[src/rtl/id_ex_reg_pkg.sv]
// Shared decode/execute definitions: operation and result-class codes, stall bit
// positions and the field groups carried across the ID/EX boundary.
package id_ex_reg_pkg;

    localparam int STALL_W_DEF   = 6;
    localparam int STALL_IDX_ID  = 2;
    localparam int STALL_IDX_EX  = 3;
    localparam int BUB_CNT_W_DEF = 16;

    localparam logic [7:0] EXE_NOP_OP = 8'h00;
    localparam logic [7:0] EXE_ADD_OP = 8'h20;
    localparam logic [7:0] EXE_SUB_OP = 8'h22;
    localparam logic [7:0] EXE_AND_OP = 8'h24;
    localparam logic [7:0] EXE_OR_OP  = 8'h25;
    localparam logic [7:0] EXE_XOR_OP = 8'h26;
    localparam logic [7:0] EXE_SLT_OP = 8'h2a;
    localparam logic [7:0] EXE_JAL_OP = 8'h50;

    localparam logic [2:0] EXE_RES_NOP         = 3'b000;
    localparam logic [2:0] EXE_RES_LOGIC       = 3'b001;
    localparam logic [2:0] EXE_RES_SHIFT       = 3'b010;
    localparam logic [2:0] EXE_RES_MOVE        = 3'b011;
    localparam logic [2:0] EXE_RES_ARITHMETIC  = 3'b100;
    localparam logic [2:0] EXE_RES_JUMP_BRANCH = 3'b110;

    typedef enum logic [1:0] {
        PIPE_HOLD    = 2'd0,
        PIPE_CAPTURE = 2'd1,
        PIPE_BUBBLE  = 2'd2
    } pipe_ctl_e;

    typedef struct packed {
        logic [7:0] alu_op;
        logic [2:0] alu_sel;
        logic [4:0] waddr;
        logic       wreg;
        logic       dslot;
        logic       valid;
    } ex_ctrl_t;

    typedef struct packed {
        logic [31:0] reg0;
        logic [31:0] reg1;
        logic [31:0] link_addr;
    } ex_data_t;

    localparam ex_ctrl_t EX_CTRL_BUBBLE = '{
        alu_op:  EXE_NOP_OP,
        alu_sel: EXE_RES_NOP,
        waddr:   5'd0,
        wreg:    1'b0,
        dslot:   1'b0,
        valid:   1'b0
    };
    localparam ex_data_t EX_DATA_BUBBLE = '0;

endpackage

[src/rtl/id_ex_reg_if.sv]
// ID/EX boundary bundle: the controller and ID stage drive it (master), the
// pipeline register consumes the ID side and presents the EX side (slave).
interface id_ex_reg_if #(
    parameter int STALL_W   = 6,
    parameter int BUB_CNT_W = 16
);
    logic [STALL_W-1:0]   stall;
    logic                 flush;
    logic [7:0]           id_alu_op;
    logic [2:0]           id_alu_sel;
    logic [31:0]          id_reg0;
    logic [31:0]          id_reg1;
    logic [4:0]           id_waddr;
    logic                 id_wreg;
    logic [31:0]          id_link_addr;
    logic                 id_is_in_delayslot;
    logic                 id_next_in_delayslot;
    logic [7:0]           ex_alu_op;
    logic [2:0]           ex_alu_sel;
    logic [31:0]          ex_reg0;
    logic [31:0]          ex_reg1;
    logic [4:0]           ex_waddr;
    logic                 ex_wreg;
    logic [31:0]          ex_link_addr;
    logic                 ex_is_in_delayslot;
    logic                 id_in_delayslot_fb;
    logic                 ex_valid;
    logic [BUB_CNT_W-1:0] bubble_cnt;

    modport master (
        output stall, flush, id_alu_op, id_alu_sel, id_reg0, id_reg1, id_waddr,
               id_wreg, id_link_addr, id_is_in_delayslot, id_next_in_delayslot,
        input  ex_alu_op, ex_alu_sel, ex_reg0, ex_reg1, ex_waddr, ex_wreg,
               ex_link_addr, ex_is_in_delayslot, id_in_delayslot_fb, ex_valid,
               bubble_cnt
    );

    modport slave (
        input  stall, flush, id_alu_op, id_alu_sel, id_reg0, id_reg1, id_waddr,
               id_wreg, id_link_addr, id_is_in_delayslot, id_next_in_delayslot,
        output ex_alu_op, ex_alu_sel, ex_reg0, ex_reg1, ex_waddr, ex_wreg,
               ex_link_addr, ex_is_in_delayslot, id_in_delayslot_fb, ex_valid,
               bubble_cnt
    );

endinterface

[src/rtl/id_ex_reg_pipe_field_reg.sv]
// Width-parameterised pipeline field register: capture new data, load a bubble
// value, or hold; clears to its reset value asynchronously.
module pipe_field_reg
    import id_ex_reg_pkg::*;
#(
    parameter int         W       = 8,
    parameter logic [W-1:0] RST_VAL = '0,
    parameter logic [W-1:0] BUB_VAL = '0
) (
    input  logic         clk,
    input  logic         rst_,
    input  pipe_ctl_e    ctl_i,
    input  logic [W-1:0] d_i,
    output logic [W-1:0] q_o
);

    logic [W-1:0] field_q;
    logic [W-1:0] field_d;

    always_comb begin
        field_d = field_q;
        case (ctl_i)
            PIPE_CAPTURE: field_d = d_i;
            PIPE_BUBBLE:  field_d = BUB_VAL;
            default:      field_d = field_q;
        endcase
    end

    always_ff @(posedge clk or negedge rst_) begin
        if (!rst_) begin
            field_q <= RST_VAL;
        end else begin
            field_q <= field_d;
        end
    end

    assign q_o = field_q;

endmodule

[src/rtl/id_ex_reg.sv]
// ID/EX pipeline register: decodes flush/stall priority into per-group register
// controls, feeds the delay-slot flag back to ID and counts stall bubbles.
module id_ex_reg
    import id_ex_reg_pkg::*;
#(
    parameter int STALL_W      = STALL_W_DEF,
    parameter int STALL_ID_BIT = STALL_IDX_ID,
    parameter int STALL_EX_BIT = STALL_IDX_EX,
    parameter int BUB_CNT_W    = BUB_CNT_W_DEF
) (
    input  logic        clk,
    input  logic        rst_,
    id_ex_reg_if.slave  bus
);

    localparam logic [BUB_CNT_W-1:0] CNT_ONE = {{(BUB_CNT_W-1){1'b0}}, 1'b1};

    function automatic logic [BUB_CNT_W-1:0] sat_inc(input logic [BUB_CNT_W-1:0] v);
        return (&v) ? v : v + CNT_ONE;
    endfunction

    pipe_ctl_e             main_ctl;
    pipe_ctl_e             fb_ctl;
    logic                  stall_bubble;
    ex_ctrl_t              ctrl_d;
    ex_ctrl_t              ctrl_q;
    ex_data_t              data_d;
    ex_data_t              data_q;
    logic                  fb_q;
    logic [BUB_CNT_W-1:0]  bcnt_q;
    logic [BUB_CNT_W-1:0]  bcnt_d;

    // Flush beats everything; an ID-only stall bubbles EX; both stalled holds.
    // The illegal EX-only stall falls through to capture.
    always_comb begin
        main_ctl     = PIPE_HOLD;
        fb_ctl       = PIPE_HOLD;
        stall_bubble = 1'b0;
        if (bus.flush) begin
            main_ctl = PIPE_BUBBLE;
            fb_ctl   = PIPE_BUBBLE;
        end else if (bus.stall[STALL_ID_BIT] && !bus.stall[STALL_EX_BIT]) begin
            main_ctl     = PIPE_BUBBLE;
            stall_bubble = 1'b1;
        end else if (!bus.stall[STALL_ID_BIT]) begin
            main_ctl = PIPE_CAPTURE;
            fb_ctl   = PIPE_CAPTURE;
        end
    end

    always_comb begin
        ctrl_d = '{
            alu_op:  bus.id_alu_op,
            alu_sel: bus.id_alu_sel,
            waddr:   bus.id_waddr,
            wreg:    bus.id_wreg,
            dslot:   bus.id_is_in_delayslot,
            valid:   1'b1
        };
        data_d = '{
            reg0:      bus.id_reg0,
            reg1:      bus.id_reg1,
            link_addr: bus.id_link_addr
        };
        bcnt_d = stall_bubble ? sat_inc(bcnt_q) : bcnt_q;
    end

    pipe_field_reg #(
        .W       ($bits(ex_ctrl_t)),
        .RST_VAL (EX_CTRL_BUBBLE),
        .BUB_VAL (EX_CTRL_BUBBLE)
    ) u_ctrl_reg (
        .clk   (clk),
        .rst_  (rst_),
        .ctl_i (main_ctl),
        .d_i   (ctrl_d),
        .q_o   (ctrl_q)
    );

    pipe_field_reg #(
        .W       ($bits(ex_data_t)),
        .RST_VAL (EX_DATA_BUBBLE),
        .BUB_VAL (EX_DATA_BUBBLE)
    ) u_data_reg (
        .clk   (clk),
        .rst_  (rst_),
        .ctl_i (main_ctl),
        .d_i   (data_d),
        .q_o   (data_q)
    );

    pipe_field_reg #(
        .W       (1),
        .RST_VAL (1'b0),
        .BUB_VAL (1'b0)
    ) u_fb_reg (
        .clk   (clk),
        .rst_  (rst_),
        .ctl_i (fb_ctl),
        .d_i   (bus.id_next_in_delayslot),
        .q_o   (fb_q)
    );

    always_ff @(posedge clk or negedge rst_) begin
        if (!rst_) begin
            bcnt_q <= '0;
        end else begin
            bcnt_q <= bcnt_d;
        end
    end

    assign bus.ex_alu_op          = ctrl_q.alu_op;
    assign bus.ex_alu_sel         = ctrl_q.alu_sel;
    assign bus.ex_waddr           = ctrl_q.waddr;
    assign bus.ex_wreg            = ctrl_q.wreg;
    assign bus.ex_is_in_delayslot = ctrl_q.dslot;
    assign bus.ex_valid           = ctrl_q.valid;
    assign bus.ex_reg0            = data_q.reg0;
    assign bus.ex_reg1            = data_q.reg1;
    assign bus.ex_link_addr       = data_q.link_addr;
    assign bus.id_in_delayslot_fb = fb_q;
    assign bus.bubble_cnt         = bcnt_q;

endmodule

[src/flat_wrapper.sv]
// flat-port wrapper written by rule: the top's interface ports become plain ports
module id_ex_reg_flat import id_ex_reg_pkg::*;
#(
    parameter int STALL_W      = STALL_W_DEF,
    parameter int STALL_ID_BIT = STALL_IDX_ID,
    parameter int STALL_EX_BIT = STALL_IDX_EX,
    parameter int BUB_CNT_W    = BUB_CNT_W_DEF
)
  (clk, rst_, bus_stall, bus_flush, bus_id_alu_op, bus_id_alu_sel, bus_id_reg0, bus_id_reg1, bus_id_waddr, bus_id_wreg, bus_id_link_addr, bus_id_is_in_delayslot, bus_id_next_in_delayslot, bus_ex_alu_op, bus_ex_alu_sel, bus_ex_reg0, bus_ex_reg1, bus_ex_waddr, bus_ex_wreg, bus_ex_link_addr, bus_ex_is_in_delayslot, bus_id_in_delayslot_fb, bus_ex_valid, bus_bubble_cnt);
  id_ex_reg_if #(.STALL_W(STALL_W), .BUB_CNT_W(BUB_CNT_W)) bus_i ();
  input  logic clk;
  input  logic rst_;
  input wire logic [$bits(bus_i.stall)-1:0] bus_stall;
  input wire logic [$bits(bus_i.flush)-1:0] bus_flush;
  input wire logic [$bits(bus_i.id_alu_op)-1:0] bus_id_alu_op;
  input wire logic [$bits(bus_i.id_alu_sel)-1:0] bus_id_alu_sel;
  input wire logic [$bits(bus_i.id_reg0)-1:0] bus_id_reg0;
  input wire logic [$bits(bus_i.id_reg1)-1:0] bus_id_reg1;
  input wire logic [$bits(bus_i.id_waddr)-1:0] bus_id_waddr;
  input wire logic [$bits(bus_i.id_wreg)-1:0] bus_id_wreg;
  input wire logic [$bits(bus_i.id_link_addr)-1:0] bus_id_link_addr;
  input wire logic [$bits(bus_i.id_is_in_delayslot)-1:0] bus_id_is_in_delayslot;
  input wire logic [$bits(bus_i.id_next_in_delayslot)-1:0] bus_id_next_in_delayslot;
  output wire logic [$bits(bus_i.ex_alu_op)-1:0] bus_ex_alu_op;
  output wire logic [$bits(bus_i.ex_alu_sel)-1:0] bus_ex_alu_sel;
  output wire logic [$bits(bus_i.ex_reg0)-1:0] bus_ex_reg0;
  output wire logic [$bits(bus_i.ex_reg1)-1:0] bus_ex_reg1;
  output wire logic [$bits(bus_i.ex_waddr)-1:0] bus_ex_waddr;
  output wire logic [$bits(bus_i.ex_wreg)-1:0] bus_ex_wreg;
  output wire logic [$bits(bus_i.ex_link_addr)-1:0] bus_ex_link_addr;
  output wire logic [$bits(bus_i.ex_is_in_delayslot)-1:0] bus_ex_is_in_delayslot;
  output wire logic [$bits(bus_i.id_in_delayslot_fb)-1:0] bus_id_in_delayslot_fb;
  output wire logic [$bits(bus_i.ex_valid)-1:0] bus_ex_valid;
  output wire logic [$bits(bus_i.bubble_cnt)-1:0] bus_bubble_cnt;
  assign bus_i.stall = bus_stall;
  assign bus_i.flush = bus_flush;
  assign bus_i.id_alu_op = bus_id_alu_op;
  assign bus_i.id_alu_sel = bus_id_alu_sel;
  assign bus_i.id_reg0 = bus_id_reg0;
  assign bus_i.id_reg1 = bus_id_reg1;
  assign bus_i.id_waddr = bus_id_waddr;
  assign bus_i.id_wreg = bus_id_wreg;
  assign bus_i.id_link_addr = bus_id_link_addr;
  assign bus_i.id_is_in_delayslot = bus_id_is_in_delayslot;
  assign bus_i.id_next_in_delayslot = bus_id_next_in_delayslot;
  assign bus_ex_alu_op = bus_i.ex_alu_op;
  assign bus_ex_alu_sel = bus_i.ex_alu_sel;
  assign bus_ex_reg0 = bus_i.ex_reg0;
  assign bus_ex_reg1 = bus_i.ex_reg1;
  assign bus_ex_waddr = bus_i.ex_waddr;
  assign bus_ex_wreg = bus_i.ex_wreg;
  assign bus_ex_link_addr = bus_i.ex_link_addr;
  assign bus_ex_is_in_delayslot = bus_i.ex_is_in_delayslot;
  assign bus_id_in_delayslot_fb = bus_i.id_in_delayslot_fb;
  assign bus_ex_valid = bus_i.ex_valid;
  assign bus_bubble_cnt = bus_i.bubble_cnt;
  id_ex_reg #(.STALL_W(STALL_W), .STALL_ID_BIT(STALL_ID_BIT), .STALL_EX_BIT(STALL_EX_BIT), .BUB_CNT_W(BUB_CNT_W)) u_core (.clk(clk), .rst_(rst_), .bus(bus_i));
endmodule
[config.mk]
export PLATFORM = sky130hd
export DESIGN_NAME = id_ex_reg_flat
export DESIGN_NICKNAME = d
export VERILOG_FILES = /design/src/rtl/id_ex_reg_pkg.sv /design/src/rtl/id_ex_reg_if.sv /design/src/rtl/id_ex_reg_pipe_field_reg.sv /design/src/rtl/id_ex_reg.sv /design/src/flat_wrapper.sv
export SDC_FILE = /design/constraint.sdc
export NUM_CORES = 1
export LEC_CHECK = 0
export CAP_MARGIN = 20
export CORE_ASPECT_RATIO = 0.75
export CORE_UTILIZATION = 46
export CTS_CLUSTER_DIAMETER = 200
export DETAILED_ROUTE_END_ITERATION = 8
export PLACE_DENSITY = 0.87
export SYNTH_ARGS = -nofsm -noshare
export SYNTH_HDL_FRONTEND = slang
export SYNTH_HIERARCHICAL = 1
export SYNTH_SLANG_ARGS = --single-unit
[constraint.sdc]
create_clock -name clk -period 2.7 [get_ports clk]
set_input_delay 0.675 -clock clk [delete_from_list [all_inputs] [get_ports clk]]
set_output_delay 0.675 -clock clk [all_outputs]
set_load 0.005 [all_outputs]
==> results of run 1 <==
## flip-flops by register name (all words and copies together), names as in the netlist
register	count
u_core/bus.bubble_cnt	16
u_core/u_ctrl_reg/q_o	19
u_core/u_data_reg/q_o	96
u_core/u_fb_reg/q_o	1
## cells in the mapped netlist (4+ instances only)
master                       n  area [µm²]
sky130_fd_sc_hd__xnor2_1     5        43.8
sky130_fd_sc_hd__nand2b_2    8        70.1
sky130_fd_sc_hd__buf_6       7        78.8
sky130_fd_sc_hd__nand2b_4    4        55.1
sky130_fd_sc_hd__buf_2      18        90.1
sky130_fd_sc_hd__o21ai_0    62         310
sky130_fd_sc_hd__nand2_1   119         447
sky130_fd_sc_hd__inv_1       7        26.3
sky130_fd_sc_hd__nand4_1     5        31.3
sky130_fd_sc_hd__dfrtp_1   132        3300
sky130_fd_sc_hd__o21ai_1    45         225
sky130_fd_sc_hd__clkbuf_1    6        22.5
sky130_fd_sc_hd__ha_1        4        50.1
sky130_fd_sc_hd__nor2_1      9        33.8
sky130_fd_sc_hd__o21ai_2     7        61.3
sky130_fd_sc_hd__nand3_1     8        40.0
sky130_fd_sc_hd__nand2b_1  103         644
## cells by family after synthesis
group,after synthesis
AOI/OAI and AO/OA,124
xor gates and xnor gates,8
adders and majority gates,4
buffers and inverters,43
DFF,132
muxes,4
other,1
and+or+nand+nor,269
## path summary, 6_finish.rpt
check                                                       from                                     to  slack, ns  cells past startpoint
setup / recovery            u_core/bus.bubble_cnt[4]$_DFFE_PN0P_                      bus_bubble_cnt[4]       0.58                      1
hold / removal                                              rst_  u_core/u_ctrl_reg/q_o[13]$_DFFE_PN0P_       0.25                      1
setup reg to reg            u_core/bus.bubble_cnt[4]$_DFFE_PN0P_   u_core/bus.bubble_cnt[1]$_DFFE_PN0P_       1.02                      3
hold reg to reg            u_core/u_data_reg/q_o[37]$_DFFE_PN0P_  u_core/u_data_reg/q_o[37]$_DFFE_PN0P_       0.48                      2
max in group asynchronous                                   rst_   u_core/u_ctrl_reg/q_o[3]$_DFFE_PN0P_       1.73                      2
min in group clk           u_core/u_data_reg/q_o[37]$_DFFE_PN0P_  u_core/u_data_reg/q_o[37]$_DFFE_PN0P_       0.48                      2
## routing by layer
| metal | global-route usage [%] | share of wire (%) | up-vias |
|---|---|---|---|
| li1 | - | - | 2404 |
| met1 | 27.4 | 39 | 2354 |
| met2 | 41.9 | 50 | 217 |
| met3 | 7.17 | 8.3 | 27 |
| met4 | 9.73 | 2.3 | 0 |
| met5 | 0 | 0 | - |
## area by class of cell
cell class,count,area [µm²]
tap,166,208
multi-input combinational,410,2320
inverter,7,26.3
clock buffer,20,447
timing repair buffer,260,2640
fill,860,3170
sequential,132,3300
clock inverter,12,226
## power groups by stage
stage                     clock network [mW]  registers, mW  logic, mW
after floorplan                            0           2.47      0.465
after global placement                     0           2.45       1.33
after detailed placement                   0           2.47       1.37
after CTS                               2.66           2.44       1.38
after global routing                    2.75           2.48       1.49
final                                   2.62           2.44       1.37
## metrics by stage
| stage | util (%) | cells |
|---|---|---|
| 2_1_floorplan | - | 585 |
| 3_3_place_gp | 68.9 | 975 |
| 3_5_place_dp | 68.9 | 975 |
| 4_1_cts | 74.3 | 1007 |
| 5_1_grt | 74.3 | 1007 |
| 6_report | 74.3 | 1007 |
==> run summary, run 1 <==
In this run, post-CTS hold repair placed 0 buffers. The overall overflow remaining after global route is 0. The later pin in the worst-skew pair is clocked with a latency of 0.41 ns.

Setup violations remaining at the end of the flow were counted as 0. In the synthesized netlist the async set-or-reset flop fraction comes to 100%. The die area is 0.0132 mm². The power consumption came out at 6.43 mW.

The die span in x came out at 132 µm. The fraction of power spent switching nets is 24.7%. The mean number of vias per cell came out at 4.97.

The worst relative slew slack came out at 60.0%. The I/O pin total is 256. The post-placement setup slack came out at 0.195 ns. The remaining antenna violation count after routing is 0. On the final layout, the worst clock skew is 0.0108 ns. The total number of nets in the final design is 956. The switching power came out at 1.59 mW.

The initial utilization of the core area, before any placement, comes to 47.5%. The post-synthesis compound-gate area fraction came out at 11.9%. From synthesis to final layout, the design area changed by 56.6%. The flip-flop and latch count after synthesis came out at 132. The post-detailed-route DRC marker count is 0. The actual slew at the worst max-slew pin is 0.600 ns. The number of input and output port buffers inserted is 251.

The critical path in this run is classified as flip-flop to output pin. Grouping stages by cell kind, the critical path spends the most delay in buffers and inverters. The cell area after placement is 0.00851 mm².

The relative contribution of the clock network to total power is 40.7%. The CTS H-tree depth came out at 4. The top fanout value on the critical path is 6.

The total CTS buffers is 17. The critical path endpoint category is an output pin. The library cell used most frequently in the layout, excluding fill and tap cells, is sky130_fd_sc_hd__clkdlybuf4s50_1.

The floorplan step set the die height to 99.8 µm. Power spread over the standard cell area amounts to 701 mW/mm². The synthesized instance count is 585. The worst hold slack came out at 0.251 ns. After floorplanning, the core was sized to cover 0.0123 mm². At the worst endpoint, the required time is 2.03 ns. The clock tree from TritonCTS is yes. The tree is rooted in a sky130_fd_sc_hd__clkbuf_16. The detailed-routing iteration count for the pre-antenna-repair pass came out at 5. Among all stages on the critical path, the largest delay is contributed by sky130_fd_sc_hd__clkdlybuf4s50_1. The least setup slack across all paths after layout came out at 0.580 ns. The sequential fraction of design power is 38.0%. The final instance area is 0.00918 mm². The cell internal power dissipation came out at 4.84 mW. The total number of vias is 5002. The arrival time of data at the critical path endpoint is 1.44 ns. The synthesized-area fraction occupied by and/or/nand/nor cells came out at 24.6%. The critical path goes through clkdlybuf4s50_1. For this design the static power due to leakage is 3.86 nW. The synthesis warning total came out at 6.

The clock net in this run drives a total of 132 sinks. Setup repair after global routing left no endpoint under its margin. After clock tree synthesis, the setup repair step added 0 buffers.

The post-DP HPWL came out at 10900 µm. For this run, the top clock speed supported by timing is 0.472 GHz. At the end of routability-driven placement, the weighted congestion stood at 0.872. The clock transition at the registers of the reported paths is 0.06 ns. The number of antenna violations at the first check in global routing is 0.

The buffer levels on the longest clock path came out at 2. The post-synthesis adder-cell area fraction came out at 0.854%. The xor/xnor cell area share of the yosys netlist came out at 1.20%. The count of endpoints failing hold in the final timing report is 0. The number of rows in the core area is 35. The number of flops mapped to enable cells by yosys came out at 0. The main flop type after synthesis is sky130_fd_sc_hd__dfrtp_1. The number of gates given a new drive strength after cts is 0.

The path class of the lowest-slack min-delay path is input pin to async pin. The count of cell types in the netlist is 41. The peak per-stage delay on the critical path is 0.57 ns. By area, the combinational part of the netlist is dominated by simple AND/OR/NAND/NOR gates. The share of post-route cells with drive strength above 1 came out at 8.32%. The post-synth design cell area is 0.00586 mm². The max-slew violation count came to 0. The number of buffers and inverters on the critical path is 1. The first global-routing pass estimated 24600 µm of wire. The number of maximum-capacitance constraint violations is 0. The via count of the first global-routing pass came out at 4959.

The clock period minus final worst setup slack came out at 2.12 ns. The worst setup path is launched from a flip-flop. The mean cell area of the mapped netlist came out at 10.0 µm². The portion of synthesized area spent on multiplexers is 0.832%. The sequential fraction of the synthesis area came out at 56.3%. The synthesized net count is 713. Leaving out fill and tap cells, the most frequent cells in the layout are sky130_fd_sc_hd__clkdlybuf4s50_1 (250), sky130_fd_sc_hd__dfrtp_1 (132), sky130_fd_sc_hd__nand2_1 (119). The final period utilization came out at 78.5%.

The final total negative setup slack is 0 ns. The average wire length per cell after detail routing is 15.2 µm. The worst supply voltage drop on vdd is 0.517 mV. The global-route usage over all layers came out at 23.8%. The final antenna diode count came out at 0.

The run finished with clean final reports. After detailed routing, the total wire length is 15300 µm. Entering global routing, the biggest net connects 107 pins. In this run, the number of DRC markers left after iteration 0 of detailed routing was 271.

The proportion of power drawn by combinational gates came out at 21.3%.
Note: power is estimated with default switching activity, not from simulation.
==> run 2: changes to the inputs <==
--- a/config.mk
+++ b/config.mk
@@ -7,10 +7,10 @@
 export LEC_CHECK = 0
 export CAP_MARGIN = 20
 export CORE_ASPECT_RATIO = 0.75
-export CORE_UTILIZATION = 46
+export CORE_UTILIZATION = 38
 export CTS_CLUSTER_DIAMETER = 200
 export DETAILED_ROUTE_END_ITERATION = 8
-export PLACE_DENSITY = 0.87
+export PLACE_DENSITY = 0.76
 export SYNTH_ARGS = -nofsm -noshare
 export SYNTH_HDL_FRONTEND = slang
 export SYNTH_HIERARCHICAL = 1
==> constraint.sdc (replaced) <==
create_clock -name clk -period 1.71 [get_ports clk]
set_input_delay 0.4275 -clock clk [delete_from_list [all_inputs] [get_ports clk]]
set_output_delay 0.4275 -clock clk [all_outputs]
set_load 0.005 [all_outputs]
==> run 2 against run 1 <==
  * Die area grew 21%
  * Clock power grew 29%
  * Worst setup slack lost 0.58 ns
  * Critical path depth grew 3
  * Count of clock-buffer cells in the layout is the same
  * Total power grew 48%
  * Core utilization shrank 8.1 points
  * First-iteration DRC count shrank 16%
  * Final cell count grew 9.6%
  * Sequential share of layout area shrank 2.1 points
==> run summary, run 2 (same netlist as run 1, synthesis figures left out) <==
The flip-flop count of the largest register after layout is 96 (unchanged). The destination of the worst hold path is u_core/u_data_reg/q_o[75]$_DFFE_PN0P_. The least setup slack across all paths after layout is 0.00116 ns (was 0.580 ns). The overall overflow remaining after global route is 0 (unchanged). The total CTS buffers came out at 17 (unchanged). The most common cell after layout, fill and taps aside is sky130_fd_sc_hd__dfrtp_1 (was sky130_fd_sc_hd__clkdlybuf4s50_1). The worst supply voltage drop on vdd came out at 0.632 mV (was 0.517 mV). The number of maximum-capacitance constraint violations is 0 (unchanged).

The kind of cell adding the most delay to the critical path was compound AO/OA/AOI/OAI gates (was buffers and inverters). The clock period minus final worst setup slack is 1.71 ns. The number of inserted filler cells in the final layout came out at 1189 (was 860).

The total number of nets in the final design was 1019 (was 956). The clock transition at the registers of the reported paths is 0.06 ns (about the same). The non-filler instance count after layout came out at 1104 (was 1007). The pin count of the biggest net entering global routing came out at 74 (was 107).

The setup slack of the most critical reg-to-reg path came out at 0.001 ns (was 1.02 ns). The global-route usage over all layers is 20.6% (was 23.8%). The area growth from synthesis to layout came out at 66.5% (was 56.6%). The die span in x is 145 µm (was 132 µm). The post-DP HPWL is 11100 µm (was 10900 µm). The peak per-stage delay on the critical path is 0.48 ns (was 0.57 ns). Outcome: completed (unchanged). The startpoint identified for the worst hold timing path is u_core/u_data_reg/q_o[75]$_DFFE_PN0P_. The height of the die was 110 µm (was 99.8 µm). The via count of the first global-routing pass came out at 5108 (was 4959). The average wire length per cell after detail routing came out at 15.2 µm (about the same). The top fanout value on the critical path came out at 4 (was 6).

The final worst clock skew came out at 0.00663 ns (was 0.0108 ns). The capture point of the worst reg-to-reg path is u_core/bus.bubble_cnt[1]$_DFFE_PN0P_ (unchanged). The worst-skew pair later-pin latency was 0.41 ns (about the same). The fraction of power spent switching nets came out at 27.8% (was 24.7%).

The kind of start point of the critical path was a flip-flop (unchanged). The sequential fraction of design power came out at 39.7% (was 38.0%). The mean number of vias per cell came out at 4.73 (was 4.97). Series of cell instances along the critical path: buf_4 -> nand4_1 -> o41ai_4 -> mux2_1 (was clkdlybuf4s50_1). The count of buffering cells on the critical path with inverters included came out at 1 (unchanged). Most used cells in the layout excluding fill and tap cells: sky130_fd_sc_hd__dfrtp_1 (131), sky130_fd_sc_hd__nand2_1 (119), sky130_fd_sc_hd__clkdlybuf4s50_1 (117) (was sky130_fd_sc_hd__clkdlybuf4s50_1 (250), sky130_fd_sc_hd__dfrtp_1 (132), sky130_fd_sc_hd__nand2_1 (119)). The number of cells on the worst reg-to-reg path is 4 (was 3).

The final period utilization came out at 99.9%. The post-placement setup slack came out at -0.483 ns (was 0.195 ns). The power density relative to cell area was 975 mW/mm² (was 701 mW/mm²). The core area is 0.0147 mm² (was 0.0123 mm²). The last weighted congestion value of the routability-driven placer is 0.875 (was 0.872). The CTS H-tree depth is 4 (unchanged). The number of cells traversed by the worst hold path came out at 2. The arrival time of data at the critical path endpoint is 2.00 ns (was 1.44 ns). The number of input and output port buffers inserted is 251 (unchanged).

The proportion of power drawn by combinational gates came to 24.9% (was 21.3%). The required time at the worst-slack endpoint came out at 2.00 ns (was 2.03 ns). The slowest cell on the critical path is sky130_fd_sc_hd__o41ai_4 (was sky130_fd_sc_hd__clkdlybuf4s50_1).

The launch point of the worst reg-to-reg path is u_core/bus.bubble_cnt[12]$_DFFE_PN0P_ (was u_core/bus.bubble_cnt[4]$_DFFE_PN0P_). The count of clock tree sinks came out at 132 (unchanged). The upper clock frequency limit is 0.585 GHz. The cell internal power dissipation came out at 6.87 mW (was 4.84 mW). The number of antenna violations at the first check in global routing came to 0 (unchanged). Setup repair after global routing missed its margin: yes (was no).

The max-slew violation count was 0 (unchanged). The leakage power total came out at 5.05 nW (was 3.86 nW). The buffer cell driving the clock tree root is sky130_fd_sc_hd__clkbuf_16 (unchanged).

The count of endpoints failing hold in the final timing report is 0 (unchanged). The cell area after placement came out at 0.00883 mm² (was 0.00851 mm²). The number of rows in the core area is 38 (was 35). The remaining antenna violation count after routing came out at 0 (unchanged). The post-detailed-route DRC marker count came to 0 (unchanged). The clock tree from TritonCTS was yes (unchanged).

The die area came out at 0.0159 mm² (was 0.0132 mm²). The detailed-route wire length was 16800 µm (was 15300 µm). The path class of the lowest-slack min-delay path was flip-flop to flip-flop (was input pin to async pin). The relative contribution of the clock network to total power is 35.5% (was 40.7%). The total number of vias came out at 5225 (was 5002). The effective utilization at floorplan is 39.8% (was 47.5%). The critical path endpoint category is a flip-flop (was output pin). The detailed-routing iteration count for the pre-antenna-repair pass was 4 (was 5). The buffer levels on the longest clock path is 2 (unchanged).

The share of post-route cells with drive strength above 1 was 15.0% (was 8.32%). The final antenna diode count is 0 (unchanged). The I/O pin total came out at 256 (unchanged). The number of failing setup endpoints in the final timing report is 0 (unchanged).

The number of placed cells counting well taps was 1037 (was 975). The kind of critical path was flip-flop to flip-flop (was flip-flop to output pin). The switching power is 2.65 mW (was 1.59 mW). The final instance area came to 0.00976 mm² (was 0.00918 mm²). The number of design-rule violations left by the first detailed-router iteration is 228 (was 271). The global-route wire length before repair is 25500 µm (was 24600 µm).
[run 2: through the flow]
stage / hold slack (ns) / total power, mW / utilization, % / setup TNS [ns]
after detailed placement: 0.350 / 6.19 / 59.9 / -47.96
after floorplan: 0.132 / 4.64 / - / 0
after global placement: 0.347 / 6.16 / 59.9 / -41.43
final: 0.475 / 9.51 / 66.2 / 0
after CTS: 0.470 / 9.52 / 64.0 / 0
after global routing: 0.494 / 10.0 / 66.2 / -0.230
[run 2: layout make-up]
| cell class | instances | area [µm²] | area share, % |
|---|---|---|---|
| clock inverters | 12 | 98.8 | 1.01 |
| flip-flops and latches | 132 | 3300 | 33.9 |
| well taps | 200 | 250 | 2.56 |
| repair buffers | 323 | 3280 | 33.6 |
| clock buffers | 20 | 457 | 4.68 |
| multi-input cells | 410 | 2340 | 24.0 |
| inverters | 7 | 26.3 | 0.269 |
[run 2: power groups by stage]
stage | sequential [mW] | clock, mW | combinational (mW)
after floorplan | 3.91 | 0 | 0.735
after global placement | 3.86 | 0 | 2.29
after detailed placement | 3.87 | 0 | 2.32
after CTS | 3.78 | 3.46 | 2.28
after global routing | 3.83 | 3.62 | 2.59
final | 3.77 | 3.37 | 2.37
[run 2: layer usage]
layer | GRT usage [%] | up-vias | routed length (µm)
met2 | 32.7 | 237 | 7900
met1 | 25.5 | 2436 | 7010
met4 | 7.37 | 0 | 237
met5 | 0 | - | 0
met3 | 8.51 | 22 | 1620
li1 | - | 2530 | -
[run 2: worst reg2reg max path, stage by stage (launching register included)]
cell and delay (ns):
sky130_fd_sc_hd__dfrtp_1 0.34, sky130_fd_sc_hd__buf_4 0.12, sky130_fd_sc_hd__nand4_1 0.29, sky130_fd_sc_hd__o41ai_4 0.48
sky130_fd_sc_hd__mux2_1 0.36
[run 2: repair_timing]
| item | CTS | global route |
|---|---|---|
| cloned | 0 | 4 |
| setup buffers | 20 | 10 |
| resized for setup | 93 | 50 |
| hold buffers | 1 | 0 |
| endpoints found under the setup margin | 97 | 121 |
| pin swaps | 1 | 4 |
| endpoints found under the hold margin | 29 | 0 |
[run 2: worst max path at each step]
stage | start | end | slack, ns | depth (start not counted)
after floorplan | bus_flush | u_core/bus.bubble_cnt[11]$_DFFE_PN0P_ | 0.09 | 4
after global placement | bus_flush | u_core/bus.bubble_cnt[11]$_DFFE_PN0P_ | -0.44 | 5
after detailed placement | bus_flush | u_core/bus.bubble_cnt[11]$_DFFE_PN0P_ | -0.48 | 5
after CTS | u_core/u_data_reg/q_o[58]$_DFFE_PN0P_ | bus_ex_reg1[26] | 0.001 | 1
after global routing | u_core/bus.bubble_cnt[8]$_DFFE_PN0P_ | u_core/bus.bubble_cnt[14]$_DFFE_PN0P_ | -0.05 | 5
final | u_core/bus.bubble_cnt[12]$_DFFE_PN0P_ | u_core/bus.bubble_cnt[1]$_DFFE_PN0P_ | 0.001 | 4
==> run 3: changes to the inputs <==
--- a/config.mk
+++ b/config.mk
@@ -5,12 +5,12 @@
 export SDC_FILE = /design/constraint.sdc
 export NUM_CORES = 1
 export LEC_CHECK = 0
-export CAP_MARGIN = 20
 export CORE_ASPECT_RATIO = 0.75
 export CORE_UTILIZATION = 38
 export CTS_CLUSTER_DIAMETER = 200
 export DETAILED_ROUTE_END_ITERATION = 8
 export PLACE_DENSITY = 0.76
+export SKIP_LAST_GASP = 1
 export SYNTH_ARGS = -nofsm -noshare
 export SYNTH_HDL_FRONTEND = slang
 export SYNTH_HIERARCHICAL = 1
==> run 3 against run 2 <==
  * The run now ends with negative setup slack left
  * Count of clock-buffer cells in the layout stayed put
  * Clock skew hardly changed
  * Sequential share of layout area stayed put
  * Combinational power hardly changed
  * Highest routed layer unchanged
  * Register-to-register slack hardly changed
  * Maximum frequency is 0.76% lower
  * Sequential power hardly changed
  * Die area stayed put
  * Sequential cell count stayed put
  * Critical endpoint is now u_core/bus.bubble_cnt[14]$_DFFE_PN0P_
==> run summary, run 3 (same netlist as run 1, synthesis figures left out) <==
The number of rows in the core area came out at 38 (unchanged). The start point of the worst hold path was u_core/u_data_reg/q_o[75]$_DFFE_PN0P_ (unchanged). The launch point of the critical path is u_core/bus.bubble_cnt[4]$_DFFE_PN0P_ (was u_core/bus.bubble_cnt[12]$_DFFE_PN0P_). The average wire length per cell after detail routing came out at 15.1 µm (was 15.2 µm). The height of the die is 110 µm (unchanged).

The number of input and output port buffers inserted came to 251 (unchanged). The total number of vias came out at 5241 (was 5225). The total number of nets in the final design came out at 1021 (was 1019). The clock transition at the registers of the reported paths came to 0.06 ns (about the same). The buffer cell driving the clock tree root is sky130_fd_sc_hd__clkbuf_16 (unchanged). The critical path endpoint category is a flip-flop (unchanged).

The max-slew violation count came to 0 (unchanged). The global-route usage over all layers came out at 20.6% (about the same). The die area is 0.0159 mm² (unchanged). The global-route wire length before repair came out at 25500 µm (about the same).

The area growth from synthesis to layout is 66.5% (unchanged). The effective utilization at floorplan came to 39.8% (unchanged). The total CTS buffers was 17 (unchanged).

The final antenna diode count came out at 0 (unchanged). The number of design-rule violations left by the first detailed-router iteration came out at 197 (was 228). The last weighted congestion value of the routability-driven placer was 0.875 (unchanged). The count of endpoints failing hold in the final timing report came out at 0 (unchanged). The I/O pin total is 256 (unchanged).

The count of clock tree sinks is 132 (unchanged). The buffer levels on the longest clock path is 2 (unchanged). The post-DP HPWL is 11100 µm (unchanged). The worst supply voltage drop on vdd came out at 0.632 mV (about the same). The clock tree from TritonCTS is yes (unchanged).

The share of post-route cells with drive strength above 1 is 15.1% (was 15.0%). The required time at the worst-slack endpoint came to 2.00 ns (about the same). The via count of the first global-routing pass is 5101 (was 5108). The checks that failed: negative setup slack. The CTS H-tree depth came to 4 (unchanged). The post-detailed-route DRC marker count came to 0 (unchanged).

The core area is 0.0147 mm² (unchanged). The number of antenna violations at the first check in global routing came out at 0 (unchanged). The launch point of the worst reg-to-reg path was u_core/bus.bubble_cnt[4]$_DFFE_PN0P_ (was u_core/bus.bubble_cnt[12]$_DFFE_PN0P_).

The power consumption is 9.51 mW (about the same). The remaining antenna violation count after routing is 0 (unchanged). The number of maximum-capacitance constraint violations is 0 (unchanged). The final period utilization was 101% (was 99.9%). Setup repair after global routing missed its margin: yes (unchanged).

The least setup slack across all paths after layout came out at -0.0119 ns (was 0.00116 ns). The overall overflow remaining after global route came out at 0 (unchanged). The clock period minus final worst setup slack came out at 1.72 ns (was 1.71 ns). The final worst clock skew is 0.00706 ns (was 0.00663 ns). The die span in x came to 145 µm (unchanged). The number of inserted filler cells in the final layout is 1184 (was 1189). The worst hold slack is 0.475 ns (about the same).

The power density relative to cell area is 974 mW/mm² (was 975 mW/mm²). The detailed-route wire length came out at 16700 µm (was 16800 µm). The kind of start point of the critical path was a flip-flop (unchanged).

The detailed-routing iteration count for the pre-antenna-repair pass was 4 (unchanged). The number of failing setup endpoints in the final timing report is 1 (was 0). The mean number of vias per cell is 4.74 (was 4.73). Most used cells in the layout excluding fill and tap cells: sky130_fd_sc_hd__dfrtp_1 (131), sky130_fd_sc_hd__nand2_1 (119), sky130_fd_sc_hd__clkdlybuf4s50_1 (117) (unchanged). The arrival time of data at the critical path endpoint is 2.01 ns (was 2.00 ns). The upper clock frequency limit came to 0.581 GHz (was 0.585 GHz). The leakage power total is 5.07 nW (was 5.05 nW). The worst-skew pair later-pin latency came to 0.41 ns (about the same). The path class of the lowest-slack min-delay path is flip-flop to flip-flop (unchanged). The kind of critical path was flip-flop to flip-flop (unchanged). The top fanout value on the critical path came out at 8 (was 4). The pin count of the biggest net entering global routing was 74 (unchanged). The flip-flop count of the largest register after layout came out at 96 (unchanged). Outcome: finished with violations (was completed). The most common cell after layout, fill and taps aside is sky130_fd_sc_hd__dfrtp_1 (unchanged).
run 3: cell types whose count changed in the layout (fill, tap and decap cells not counted), sizes merged:
| cell | delta |
|---|---|
| buf | +2 |
| dlygate4sd2 | -1 |
| dlymetal6s2s | +1 |
run 3: power breakdown:
part | total, mW | internal (mW) | switching [mW]
clock network | 3.37 | 1.95 | 1.41
registers | 3.77 | 3.55 | 0.221
logic | 2.37 | 1.37 | 1.00
run 3: cell type report:
type | instances | area, µm² | area share [%]
flip-flops and latches | 132 | 3300 | 33.9
inverters | 7 | 26.3 | 0.269
repair buffers | 325 | 3290 | 33.7
clock buffers | 20 | 457 | 4.68
well taps | 200 | 250 | 2.56
multi-input cells | 410 | 2330 | 23.9
clock inverters | 12 | 98.8 | 1.01
run 3: critical path: stages, from the launching register on:
cell and delay [ns]:
sky130_fd_sc_hd__dfrtp_1 0.35, sky130_fd_sc_hd__buf_4 0.11, sky130_fd_sc_hd__buf_4 0.10, sky130_fd_sc_hd__nand4_4 0.21, sky130_fd_sc_hd__nor3_1 0.38, sky130_fd_sc_hd__nand4_1 0.16
sky130_fd_sc_hd__mux2_2 0.29
run 3: metal layers:
| metal | up-vias | wire (µm) | global-route usage (%) |
|---|---|---|---|
| li1 | 2535 | - | - |
| met4 | 0 | 227 | 7.37 |
| met5 | - | 0 | 0 |
| met3 | 22 | 1630 | 8.55 |
| met1 | 2443 | 7020 | 25.4 |
| met2 | 241 | 7880 | 32.6 |
run 3: what timing repair did:
| action | CTS | global route |
|---|---|---|
| hold buffers | 1 | 0 |
| pin swaps | 1 | 4 |
| hold endpoints to repair | 29 | 0 |
| setup endpoints to repair | 97 | 122 |
| gates resized for setup | 91 | 49 |
| buffers inserted | 20 | 12 |
| cloned | 0 | 4 |
run 3: worst paths after layout:
path | slack (ns) | end | depth (start not counted)
worst max-delay path | -0.01 | u_core/bus.bubble_cnt[14]$_DFFE_PN0P_ | 6
worst min-delay path | 0.47 | u_core/u_data_reg/q_o[75]$_DFFE_PN0P_ | 2
worst max register to register | -0.01 | u_core/bus.bubble_cnt[14]$_DFFE_PN0P_ | 6
worst min register to register | 0.47 | u_core/u_data_reg/q_o[75]$_DFFE_PN0P_ | 2
max in group asynchronous | 0.64 | u_core/u_data_reg/q_o[15]$_DFFE_PN0P_ | 3
min in group asynchronous | 0.49 | u_core/u_data_reg/q_o[19]$_DFFE_PN0P_ | 2
run 3: through the flow:
step / instances / TNS [ns] / setup WS (ns) / utilization (%) / instance area, µm²
floorplan: 585 / 0 / 0.0851 / - / 5860
global route: 1106 / -0.452 / -0.0855 / 66.2 / 9760
finish: 1106 / -0.0119 / -0.0119 / 66.2 / 9760
detailed placement: 1037 / -47.96 / -0.483 / 59.9 / 8830
CTS: 1090 / -0.131 / -0.131 / 64.0 / 9440
global placement: 1037 / -41.43 / -0.438 / 59.9 / 8830
